## src/rtl/simd_decoder_pipe.sv

```systemverilog
// simd_decoder_pipe: decodes custom SIMD instructions into a registered
// operand/op bundle, with a per-register pending scoreboard for RAW/WAW
// hazards and a saturating count of illegal instructions.
// Optional feature: define SIMD_DEC_SHIFT_EN to decode sra (op 4) and
// srl (op 5); without it those encodings are treated as illegal.
module simd_decoder_pipe #(
  parameter int ADDR_W = 5,
  parameter int CNT_W  = 8
) (
  input  logic              clk,
  input  logic              rst_n,
  input  logic              in_valid,
  output logic              in_ready,
  input  logic [31:0]       instruction,
  output logic              out_valid,
  input  logic              out_ready,
  output logic [2:0]        op,
  output logic [1:0]        esize,
  output logic [ADDR_W-1:0] rs1,
  output logic [ADDR_W-1:0] rs2,
  output logic [ADDR_W-1:0] rd,
  output logic              rs1_rd_en,
  output logic              rs2_rd_en,
  output logic              rd_wr_en,
  output logic              illegal,
  input  logic              wb_valid,
  input  logic [ADDR_W-1:0] wb_rd,
  output logic [CNT_W-1:0]  illegal_cnt
);

  localparam int         NREG   = 1 << ADDR_W;
  localparam logic [6:0] OPCODE = 7'b1110111;

  logic [6:0]        opcode_f;
  logic [2:0]        func3_f;
  logic [6:0]        func7_f;
  logic [4:0]        rd_raw;
  logic [4:0]        rs1_raw;
  logic [4:0]        rs2_raw;
  logic [ADDR_W-1:0] rd_f;
  logic [ADDR_W-1:0] rs1_f;
  logic [ADDR_W-1:0] rs2_f;

  logic [2:0]        dec_op;
  logic              op_ok;
  logic [1:0]        dec_esize;
  logic              size_ok;
  logic              fields_ok;
  logic              legal;

  logic [NREG-1:0]   pending;
  logic [NREG-1:0]   pend_seen;
  logic [NREG-1:0]   pending_next;
  logic              hazard;
  logic              accept;

  assign opcode_f = instruction[6:0];
  assign rd_raw   = instruction[11:7];
  assign func3_f  = instruction[14:12];
  assign rs1_raw  = instruction[19:15];
  assign rs2_raw  = instruction[24:20];
  assign func7_f  = instruction[31:25];

  assign rd_f  = rd_raw[ADDR_W-1:0];
  assign rs1_f = rs1_raw[ADDR_W-1:0];
  assign rs2_f = rs2_raw[ADDR_W-1:0];

  // Register fields wider than the register file make the instruction illegal
  assign fields_ok = ((rd_raw  >> ADDR_W) == 5'd0) &&
                     ((rs1_raw >> ADDR_W) == 5'd0) &&
                     ((rs2_raw >> ADDR_W) == 5'd0);

  // Map func7 to an operation and func3 to an element size
  always_comb begin
    dec_op    = 3'd0;
    op_ok     = 1'b0;
    dec_esize = 2'd0;
    size_ok   = 1'b0;
    case (func7_f)
      7'b0100000: begin dec_op = 3'd0; op_ok = 1'b1; end
      7'b0100001: begin dec_op = 3'd1; op_ok = 1'b1; end
      7'b1010000: begin dec_op = 3'd2; op_ok = 1'b1; end
      7'b1110011: begin dec_op = 3'd3; op_ok = 1'b1; end
`ifdef SIMD_DEC_SHIFT_EN
      7'b0100010: begin dec_op = 3'd4; op_ok = 1'b1; end
      7'b0100011: begin dec_op = 3'd5; op_ok = 1'b1; end
`endif
      default:    begin dec_op = 3'd0; op_ok = 1'b0; end
    endcase
    case (func3_f)
      3'b000:  begin dec_esize = 2'd0; size_ok = 1'b1; end
      3'b001:  begin dec_esize = 2'd1; size_ok = 1'b1; end
      3'b010:  begin dec_esize = 2'd2; size_ok = 1'b1; end
      default: begin dec_esize = 2'd0; size_ok = 1'b0; end
    endcase
  end

  assign legal = (opcode_f == OPCODE) && op_ok && size_ok && fields_ok;

  // Pending bits as seen this cycle: a same-cycle writeback already frees its register
  always_comb begin
    pend_seen = pending;
    if (wb_valid) begin
      pend_seen[wb_rd] = 1'b0;
    end
  end

  assign hazard   = legal && (pend_seen[rs1_f] || pend_seen[rs2_f] || pend_seen[rd_f]);
  assign in_ready = (!out_valid || out_ready) && !hazard;
  assign accept   = in_valid && in_ready;

  // Next scoreboard: writeback clears first, then a legal acceptance marks rd (set wins)
  always_comb begin
    pending_next = pend_seen;
    if (accept && legal) begin
      pending_next[rd_f] = 1'b1;
    end
  end

  // Scoreboard register
  always_ff @(posedge clk or negedge rst_n) begin
    if (!rst_n) begin
      pending <= '0;
    end else begin
      pending <= pending_next;
    end
  end

  // Output bundle register: load on acceptance, drop valid once consumed
  always_ff @(posedge clk or negedge rst_n) begin
    if (!rst_n) begin
      out_valid <= 1'b0;
      illegal   <= 1'b0;
      op        <= 3'd0;
      esize     <= 2'd0;
      rs1       <= '0;
      rs2       <= '0;
      rd        <= '0;
      rs1_rd_en <= 1'b0;
      rs2_rd_en <= 1'b0;
      rd_wr_en  <= 1'b0;
    end else if (accept) begin
      out_valid <= 1'b1;
      illegal   <= !legal;
      op        <= legal ? dec_op    : 3'd0;
      esize     <= legal ? dec_esize : 2'd0;
      rs1       <= legal ? rs1_f     : '0;
      rs2       <= legal ? rs2_f     : '0;
      rd        <= legal ? rd_f      : '0;
      rs1_rd_en <= legal;
      rs2_rd_en <= legal;
      rd_wr_en  <= legal;
    end else if (out_ready) begin
      out_valid <= 1'b0;
    end
  end

  // Saturating count of accepted illegal instructions
  always_ff @(posedge clk or negedge rst_n) begin
    if (!rst_n) begin
      illegal_cnt <= '0;
    end else if (accept && !legal && (illegal_cnt != {CNT_W{1'b1}})) begin
      illegal_cnt <= illegal_cnt + 1'b1;
    end
  end

endmodule

```

## config.mk

```make
export PLATFORM = sky130hd
export DESIGN_NAME = simd_decoder_pipe
export DESIGN_NICKNAME = d
export VERILOG_FILES = /design/src/rtl/simd_decoder_pipe.sv
export SDC_FILE = /design/constraint.sdc
export NUM_CORES = 1
export LEC_CHECK = 0
export CAP_MARGIN = 30
export CORE_UTILIZATION = 40
export CTS_BUF_LIST = sky130_fd_sc_hd__clkbuf_4 sky130_fd_sc_hd__clkbuf_8
export CTS_CLUSTER_DIAMETER = 80
export DETAILED_ROUTE_END_ITERATION = 10
export GPL_TIMING_DRIVEN = 0
export HOLD_SLACK_MARGIN = 0.1
export PLACE_DENSITY = 0.67
export SLEW_MARGIN = 5
export SYNTH_ARGS = -nofsm -noshare
export SYNTH_HDL_FRONTEND = slang
export SYNTH_SLANG_ARGS = --single-unit
```

## constraint.sdc

```tcl
create_clock -name clk -period 6.9 [get_ports clk]
set_input_delay 1.38 -clock clk [delete_from_list [all_inputs] [get_ports clk]]
set_output_delay 1.38 -clock clk [all_outputs]
set_load 0.03 [all_outputs]
```

After elaboration in Yosys (flattened, before gate mapping)
Index checks and enable logic that the tools add are counted.
{"block": "totals", "out_inout_bits": 34, "reg_bits": 63, "inputBits": 42, "elab_cells": 71}
{"block": "classes", "n_mux": 23, "magnitude_cmp": 6, "n_bitwise": 3, "reduce_logical": 20, "addsub": 1, "eq_ne": 8}
{"op": "$mux W32", "count": 2}
{"op": "$and A32 B32 Y32", "count": 1}
{"op": "$not A32 Y32", "count": 1}
{"op": "$or A32 B32 Y32", "count": 1}
{"op": "$lt A5 B6 Y1 const B", "count": 4}
{"op": "$eq A7 B7 Y1 const B", "count": 3}
{"op": "$bmux W1 S5", "count": 3}
{"op": "$mux W5", "count": 3}
{"op": "$eq A7 B6 Y1 const B", "count": 2}
{"op": "$demux W1 S5", "count": 2}
{"op": "$ge A5 B1 Y1 const B", "count": 2}
{"op": "$logic_and A1 B1 Y1", "count": 10}
{"op": "$mux W1", "count": 9}
{"op": "$add A8 B1 Y8 const B", "count": 1}
{"op": "$ne A8 B8 Y1 const B", "count": 1}
{"op": "$pmux W2 S3", "count": 1}
{"op": "$mux W2", "count": 2}
{"op": "$pmux W2 S2", "count": 1}
{"op": "$reduce_or A4 Y1", "count": 1}
{"op": "$eq A3 B1 Y1 const B", "count": 1}
{"op": "$eq A3 B2 Y1 const B", "count": 1}
{"op": "$logic_not A1 Y1", "count": 3}
{"op": "$logic_not A3 Y1", "count": 1}
{"op": "$logic_or A1 B1 Y1", "count": 3}
{"op": "other kinds (2)", "count": 2}

Longest topological paths before layout
Gate-level depths: netlist of the first run.
{"block": "depth", "word_depth": 17, "mapped_depth": 11, "mapped_depth_nobuf": 8}

Worst setup path before layout of the first run
OpenSTA, ideal clock, no wires.
{"block": "synth_timing", "path_kind": "input to output", "from": "input port wb_rd[1]", "to": "output port in_ready", "arrival_ns": 4.060, "path_buffers": 1, "cell_stages": 9, "required_time_ns": 5.520, "setup_slack_ns": 1.460, "cell_sequence": "buf_2 -> or4b_4 -> o21ai_1 -> mux4_2 -> a2111oi_0 -> or4_1 -> nor4_4 -> nor2b_1 -> nor2b_1"}
{"block": "synth_via", "elab_chain_len": 14, "word_cells_on_any_way": 19, "cone_classes": "2 x order compare; 9 x mux; 2 x bitwise; 6 x reduce/logical"}
{"element": "start: declaration", "line": "27", "source": "input logic [ADDR_W-1:0] wb_rd,"}
{"element": "$lt A5 B6 Y1 (implied by the code) / $ge A5 B1 Y1 (equally long branches)", "line": "104", "source": "pend_seen[wb_rd] = 1'b0;"}
{"element": "$logic_and A1 B1 Y1 (implied by the code)", "line": "104"}
{"element": "$mux W1 (implied by the code)", "line": "104"}
{"element": "$demux W1 S5 (*)", "line": "104"}
{"element": "$not A32 Y32 (no source line) (*)"}
{"element": "$and A32 B32 Y32 (no source line) (*)"}
{"element": "$mux W32 (*)", "line": "103", "source": "if (wb_valid) begin"}
{"element": "$bmux W1 S5", "line": "108", "source": "assign hazard = legal && (pend_seen[rs1_f] || pend_seen[rs2_f] || pend_seen[rd_f]);"}
{"element": "$mux W1 (implied by the code)", "line": "108"}
{"element": "$logic_or A1 B1 Y1", "line": "108"}
{"element": "$logic_or A1 B1 Y1 (*)", "line": "108"}
{"element": "$logic_and A1 B1 Y1 (*)", "line": "108"}
{"element": "$logic_not A1 Y1 (*)", "line": "109", "source": "assign in_ready = (!out_valid || out_ready) && !hazard;"}
{"element": "$logic_and A1 B1 Y1 (*)", "line": "109"}
{"element": "end: declaration", "line": "13", "source": "output logic in_ready,"}
Mark *: on every way between the ends. The rest lies on a longest branch, timed or not. The select of a mux whose other input is x is not followed.

Worst setup path in the final report of the first run
{"block": "layout_timing", "from": "input port wb_rd[0]", "to": "output port in_ready"}
Same word-level chain as after synthesis.

==> results of run 1 <==
power groups by stage:
stage          Sequential [W]  Combinational [W]  Clock, W
6_report             0.000402           0.000234  0.000380
5_1_grt              0.000405           0.000250  0.000400
4_1_cts              0.000402           0.000233  0.000383
3_5_place_dp         0.000409           0.000232         0
3_3_place_gp         0.000408           0.000230         0
2_1_floorplan        0.000445          0.0000901         0
placed cells by master, fill, tap and decap left out, drive strengths merged, types with 4 or more instances in the layout:
| cell type | count |
|---|---|
| nor3 | 12 |
| nand4b | 4 |
| o31ai | 27 |
| o211ai | 18 |
| mux2 | 10 |
| dfrtp | 62 |
| mux2i | 13 |
| mux4 | 4 |
| buf | 11 |
| a21oi | 5 |
| o21ai | 43 |
| o311ai | 5 |
| o2111ai | 10 |
| and3 | 4 |
| a2bb2o | 15 |
| nor2b | 7 |
| nand2 | 32 |
| nand4 | 6 |
| xnor2 | 4 |
| clkdlybuf4s50 | 65 |
| clkbuf | 31 |
| o2111a | 4 |
| inv | 16 |
| o2bb2ai | 4 |
| nand2b | 4 |
| nor2 | 19 |
| nand3 | 12 |
| xor2 | 5 |
repair_timing:
item                                    4_1_cts  5_1_grt
endpoints found under the setup margin        0        1
hold endpoints to repair                      0        0
gates resized for setup                       0        1
hold buffers                                  0        0
area by class of cell:
class	count	area share
multi-input cells	313	0.444
flip-flops and latches	62	0.308
repair buffers	66	0.131
well taps	133	0.0330
clock buffers	11	0.0300
plain buffers	30	0.0261
clock inverters	5	0.0161
inverters	17	0.0127
worst min path at each step:
stage / from / to / slack (ns)
2_1_floorplan: pending[17]$_DFF_PN0_ / pending[17]$_DFF_PN0_ / 0.47
3_3_place_gp: rs1[0]$_DFFE_PN0P_ / rs1[0]$_DFFE_PN0P_ / 0.47
5_1_grt: rs1[0]$_DFFE_PN0P_ / rs1[0]$_DFFE_PN0P_ / 0.50
6_report: illegal_cnt[4]$_DFFE_PN0P_ / illegal_cnt[4]$_DFFE_PN0P_ / 0.48
4_1_cts: illegal_cnt[4]$_DFFE_PN0P_ / illegal_cnt[4]$_DFFE_PN0P_ / 0.49
3_5_place_dp: esize[0]$_DFFE_PN0P_ / esize[0]$_DFFE_PN0P_ / 0.47
metrics by stage:
step	util	instance area [um^2]	hold WS, ns	setup WS (ns)
floorplan	-	3980	0.470	1.46
global placement	0.494	4810	0.468	0.155
detailed placement	0.494	4810	0.473	0.167
CTS	0.518	5040	0.493	0.175
global route	0.518	5040	0.500	0.0474
finish	0.518	5040	0.484	0.142
worst max-delay path: stages:
cell	delay, ns
clkdlybuf4s50_1	0.63
or2_1	0.17
clkbuf_1	0.44
o21ai_1	0.21
mux4_2	0.47
a2111oi_0	0.88
or4_1	0.27
nor4_4	0.08
nor2b_1	0.18
nor2b_1	0.06
clkdlybuf4s50_1	0.59
routing by layer:
layer | vias to the layer above | GRT usage | share of wire
met2 | 219 | 0.431 | 0.45
met1 | 1975 | 0.406 | 0.44
li1 | 1808 | - | -
met3 | 30 | 0.0545 | 0.084
met4 | 0 | 0.113 | 0.025
met5 | - | 0 | 0
cell families after synthesis:
| logic type | share of synthesized area |
|---|---|
| other | 0.000942 |
| buffers and inverters | 0.0490 |
| AOI/OAI and AO/OA | 0.286 |
| and+or+nand+nor | 0.168 |
| muxes | 0.0836 |
| adders and majority gates | 0.00314 |
| DFF | 0.390 |
| xor gates and xnor gates | 0.0198 |
registers in the layout, indices dropped and copies added (netlist names):
signal,flops
rs1,5
rd_wr_en,1
out_valid,1
rs2,5
op,2
rd,5
illegal_cnt,8
illegal,1
esize,2
pending,32
==> reports/results.ini, run 1 <==
[floorplanning]
die_area_um2 = 10400
die_h_um = 102
die_w_um = 102
core_area_um2 = 9730
io_pins = 76
row_count = 36
initial_core_util = 0.409

[min_path]
min_path_type = flip-flop to flip-flop
whs_path_depth = 1

[logic_synthesis]
synth_most_common_cell = dfrtp_1
yosysTopAreaCell = dfrtp_1
yosysWarningCount = 0
synth.yosys.seq_area_share = 0.390
synth_cells = 422
ys_ff_latch = 62
synth.avg_cell_area_um2 = 9.44
synth_async_sr_flop_share = 1.00
synth_ff_type = dfrtp_1
synth_edf_count = 0
yosys.area.top_type_share = 0.390
yosys-top-cells-area = dfrtp_1 39%, o31ai_1 5.1%, a2bb2o_1 3.8%, o211ai_1 3.4%, mux2i_1 3.3%
syn_area_um2 = 3980
synthesis.nets = 465
synthTopCellsByCount = 62 x dfrtp_1, 32 x nand2_1, 27 x o31ai_1
synth_cell_types = 64

[setup_path]
worstPathRequired_ns = 5.52
cp_max_fo = 10
reg2reg_depth = 8
r2r_setup_slack_ns = 3.78
startpoint_type = primary input
end_kind = primary output
r2r_end = pending[29]$_DFF_PN0_
arrival_ns = 5.38
crit_type = primary input to primary output
crit_start = wb_rd[0]
rr_startpoint = pending[4]$_DFF_PN0_
crit_end = in_ready

[placed_design]
portBuffers = 66
dp_cells = 621
hpwl_um = 10400
gp_congestion = 0.967

[cts]
numCtsBuffers = 9
ctsRootBufferMaster = clkbuf_8
cts_tree = built
clk_transition_reported_paths_ns = 0.07
ctsHtreeMaxLevel = 3
clk_latency_ns = 0.35
cts_buffer_depth = 2
clkSinkCount = 62
post-cts-setup-buffers = 0

[global_route]
grt_overflow = 0
grt_pass1_wl_um = 21700
grt_util_all_layers = 0.287
grt_start_max_net_pins = 63
antenna_found_initial = 0
grt_pass1_vias = 3799

[finish]
n_antenna_cell = 0
drive_gt1_frac = 0.0972
regArea_um2 = 1550
multi_input_area_um2 = 2240
stdcell_count = 637
final_nets = 542
area_growth_pct = 26.5
fillCellCount = 939

[power_and_ir_drop]
powerDensity_nw_per_um2 = 201
p_clk_frac = 0.374
p_sw_w = 0.000316
seqPwrFrac = 0.396
ir_drop_mv = 0.168
netSwitchingFraction = 0.311
leakage_nw = 2.05
internal-power_w = 0.000699
pwr-share-comb = 0.230
total_power_w = 0.00102

[sta]
timing.final.crit_period_ns = 6.76
finalClockSkew_ns = 0.00978
finalHoldViolCount = 0
finalSetupTns_ns = 0
max-slew-margin-rel = 0.339
tightest_slew_ns = 0.966
period_share = 0.979
slew_violations = 0
fmax_mhz = 148
rsz0062_at_grt = no
finalSetupViolCount = 0

[flow_run]
maxCapViolCount = 0

[routing]
wl_per_cell_um = 22.1
drt_iter0_drc = 366
avgViaCountPerCell = 6.33
firstDrtPassIters = 5
ant_nets = 0
route.detailed.drc = 0
drt-total-wl_um = 14100
vias = 4032

[outcome]
status = completed

Power figures use the tool's default switching activity.
==> run 2: changes to the inputs <==
- CORE_UTILIZATION: 40 -> 58
- PLACE_DENSITY: 0.67 -> 0.91
- TNS_END_PERCENT: default -> 30
==> run 2 against run 1 <==
  * The run now ends with design-rule violations left
  * Clock power shrank 1%
  * Register-to-register slack lost 0.07 ns
  * Sequential power is essentially flat
  * Sequential share of layout area grew 0.27 points
  * First-iteration DRC count grew 73%
  * Power shrank 0.10%
  * Design area shrank 0.87%
  * Flip-flop and latch count is the same
  * Critical path depth shrank 1
  * Final cell count shrank 8.3%
  * Maximum frequency grew 0.68%
  * Die area shrank 30%
  * Critical endpoint unchanged
  * Highest routed layer unchanged
==> reports/results.ini, run 2 (same netlist as run 1, synthesis figures left out) <==
[outcome]
status = complete, but fails checks  ; was completed
violations = design-rule violations

[cts]
ctsRootBufferMaster = clkbuf_8  ; unchanged
cts_tree = built  ; unchanged
ctsHtreeMaxLevel = 3  ; unchanged
clkSinkCount = 62  ; unchanged
post-cts-setup-buffers = 0  ; unchanged
clk_transition_reported_paths_ns = 0.07  ; about the same
cts_buffer_depth = 2  ; unchanged
hold_buffers = 0  ; unchanged
clk_latency_ns = 0.35  ; about the same
post_cts_resize_count = 0  ; unchanged
numCtsBuffers = 9  ; unchanged

[setup_path]
cp_max_fo = 9  ; was 10
end_kind = primary output  ; unchanged
crit_type = primary input to primary output  ; unchanged
startpoint_type = primary input  ; unchanged
worstPathRequired_ns = 5.52  ; about the same
arrival_ns = 5.33  ; was 5.38 ns

[floorplanning]
io_pins = 76  ; unchanged
die_area_um2 = 7200  ; was 10,400 um^2
core_area_um2 = 6490  ; was 9730 um^2
row_count = 29  ; was 36
initial_core_util = 0.613  ; was 0.409
die_w_um = 84.9  ; was 102 um
die_h_um = 84.9  ; was 102 um

[finish]
final_nets = 545  ; was 542
regMostFlops = pending  ; unchanged
multi_input_area_um2 = 2240  ; unchanged
reg_top3 = pending x32, illegal_cnt x8  ; unchanged
regArea_um2 = 1550  ; unchanged
finalInstanceArea_um2 = 5000  ; was 5040 um^2
final_cell_mix = 65 x clkdlybuf4s50_1, 62 x dfrtp_1, 32 x nand2_1  ; unchanged
fillCellCount = 442  ; was 939
drive_gt1_frac = 0.101  ; was 0.0972
stdcell_count = 584  ; was 637
area_growth_pct = 25.4  ; was 26.5%
final_common_cell = clkdlybuf4s50_1  ; unchanged
n_antenna_cell = 0  ; unchanged
largest_reg_flops = 32  ; unchanged

[routing]
wl_per_cell_um = 23.4  ; was 22.1 um
drt-total-wl_um = 13700  ; was 14,100 um
ant_nets = 0  ; unchanged
route.detailed.drc = 6  ; was 0
drt_iter0_drc = 633  ; was 366
vias = 4190  ; was 4,032
firstDrtPassIters = 9  ; was 5
avgViaCountPerCell = 7.17  ; was 6.33

[sta]
finalHoldViolCount = 0  ; unchanged
timing.final.crit_period_ns = 6.71  ; was 6.76 ns
fmax_mhz = 149  ; was 148 MHz
finalClockSkew_ns = 0.00759  ; was 0.00978 ns
max-slew-margin-rel = 0.497  ; was 0.339
tightest_slew_ns = 0.754  ; was 0.966 ns
rsz0062_at_grt = no  ; unchanged
finalSetupTns_ns = 0  ; unchanged
slew_violations = 0  ; unchanged
finalSetupViolCount = 0  ; unchanged
period_share = 0.973  ; was 0.979

[power_and_ir_drop]
internal-power_w = 0.000701  ; was 0.000699 W
p_clk_frac = 0.370  ; was 0.374
p_sw_w = 0.000313  ; was 0.000316 W
powerDensity_nw_per_um2 = 203  ; was 201 nW/um^2
ir_drop_mv = 0.245  ; was 0.168 mV
pwr-share-comb = 0.232  ; was 0.230
leakage_nw = 2.06  ; was 2.05 nW
seqPwrFrac = 0.399  ; was 0.396
netSwitchingFraction = 0.309  ; was 0.311

[global_route]
grt.busiest_layer = met2  ; unchanged
grt_pass1_vias = 3952  ; was 3,799
use_met2 = 0.590  ; was 0.431
grt_start_max_net_pins = 40  ; was 63
met1_usage = 0.524  ; was 0.406
grt_pass1_wl_um = 21000  ; was 21,700 um
grt_overflow = 0  ; unchanged
antenna_found_initial = 0  ; unchanged
grt_use_met3 = 0.141  ; was 0.0545
grt_util_all_layers = 0.391  ; was 0.287

[min_path]
min_path_type = flip-flop to flip-flop  ; unchanged

[flow_run]
maxCapViolCount = 0  ; unchanged

[placed_design]
gp_congestion = 1.04  ; was 0.967
hpwl_um = 10100  ; was 10,400 um
dpl_cell_area_um2 = 4760  ; was 4810 um^2
portBuffers = 66  ; unchanged
dp_cells = 567  ; was 621

==> run 2: cell types whose count changed in the layout (fill, tap and decap cells not counted) <==
cell	before	now
buf_12	0	1
buf_1	1	2
buf_4	4	3
buf_2	6	8
==> run 2: cell type report <==
type,instances,share of cell area
multi-input cells,313,0.448
flip-flops and latches,62,0.311
repair buffers,69,0.137
clock buffers,11,0.0303
plain buffers,30,0.0263
well taps,77,0.0193
clock inverters,5,0.0163
inverters,17,0.0128
==> run 2: worst paths after layout <==
kind	start	to	slack [ns]	cells past startpoint
hold / removal	esize[1]$_DFFE_PN0P_	esize[1]$_DFFE_PN0P_	0.49	1
hold reg to reg	esize[1]$_DFFE_PN0P_	esize[1]$_DFFE_PN0P_	0.49	1
max in group asynchronous	rst_n	rs1[3]$_DFFE_PN0P_	5.30	2
setup / recovery	wb_rd[3]	in_ready	0.19	10
setup reg to reg	pending[8]$_DFF_PN0_	op[1]$_DFFE_PN0P_	3.71	9
min in group asynchronous	rst_n	illegal_cnt[5]$_DFFE_PN0P_	1.00	1
==> run 2: routing by layer <==
metal / part of all wire / up-vias
met5: 0 / -
met4: 0.026 / 0
met3: 0.14 / 44
met2: 0.44 / 340
met1: 0.39 / 1995
li1: - / 1811
==> run 2: through the flow <==
step                hold WS [ns]  utilization  setup slack [ns]  total power, W
floorplan                  0.470            -              1.46        0.000535
global placement           0.467        0.730             0.260        0.000631
detailed placement         0.473        0.733             0.177        0.000642
CTS                        0.495        0.768            0.0923         0.00101
global route               0.506        0.769             0.122         0.00104
finish                     0.491        0.769             0.188         0.00101
==> run 2: power groups by stage <==
stage | registers, W | logic (W) | clock network [W]
final | 0.000404 | 0.000235 | 0.000375
after global routing | 0.000406 | 0.000247 | 0.000388
after CTS | 0.000404 | 0.000232 | 0.000375
after detailed placement | 0.000411 | 0.000231 | 0
after global placement | 0.000408 | 0.000223 | 0
after floorplan | 0.000445 | 0.0000901 | 0
==> run 2: worst max-delay path, cell delays in order <==
cell	delay, ns
clkdlybuf4s50_1	0.52
nand4b_1	0.57
o21ai_1	0.64
o2111a_1	0.24
a2111oi_0	0.06
or4_1	0.58
nor4_4	0.41
nor2b_1	0.11
nor2b_1	0.13
clkdlybuf4s50_1	0.68
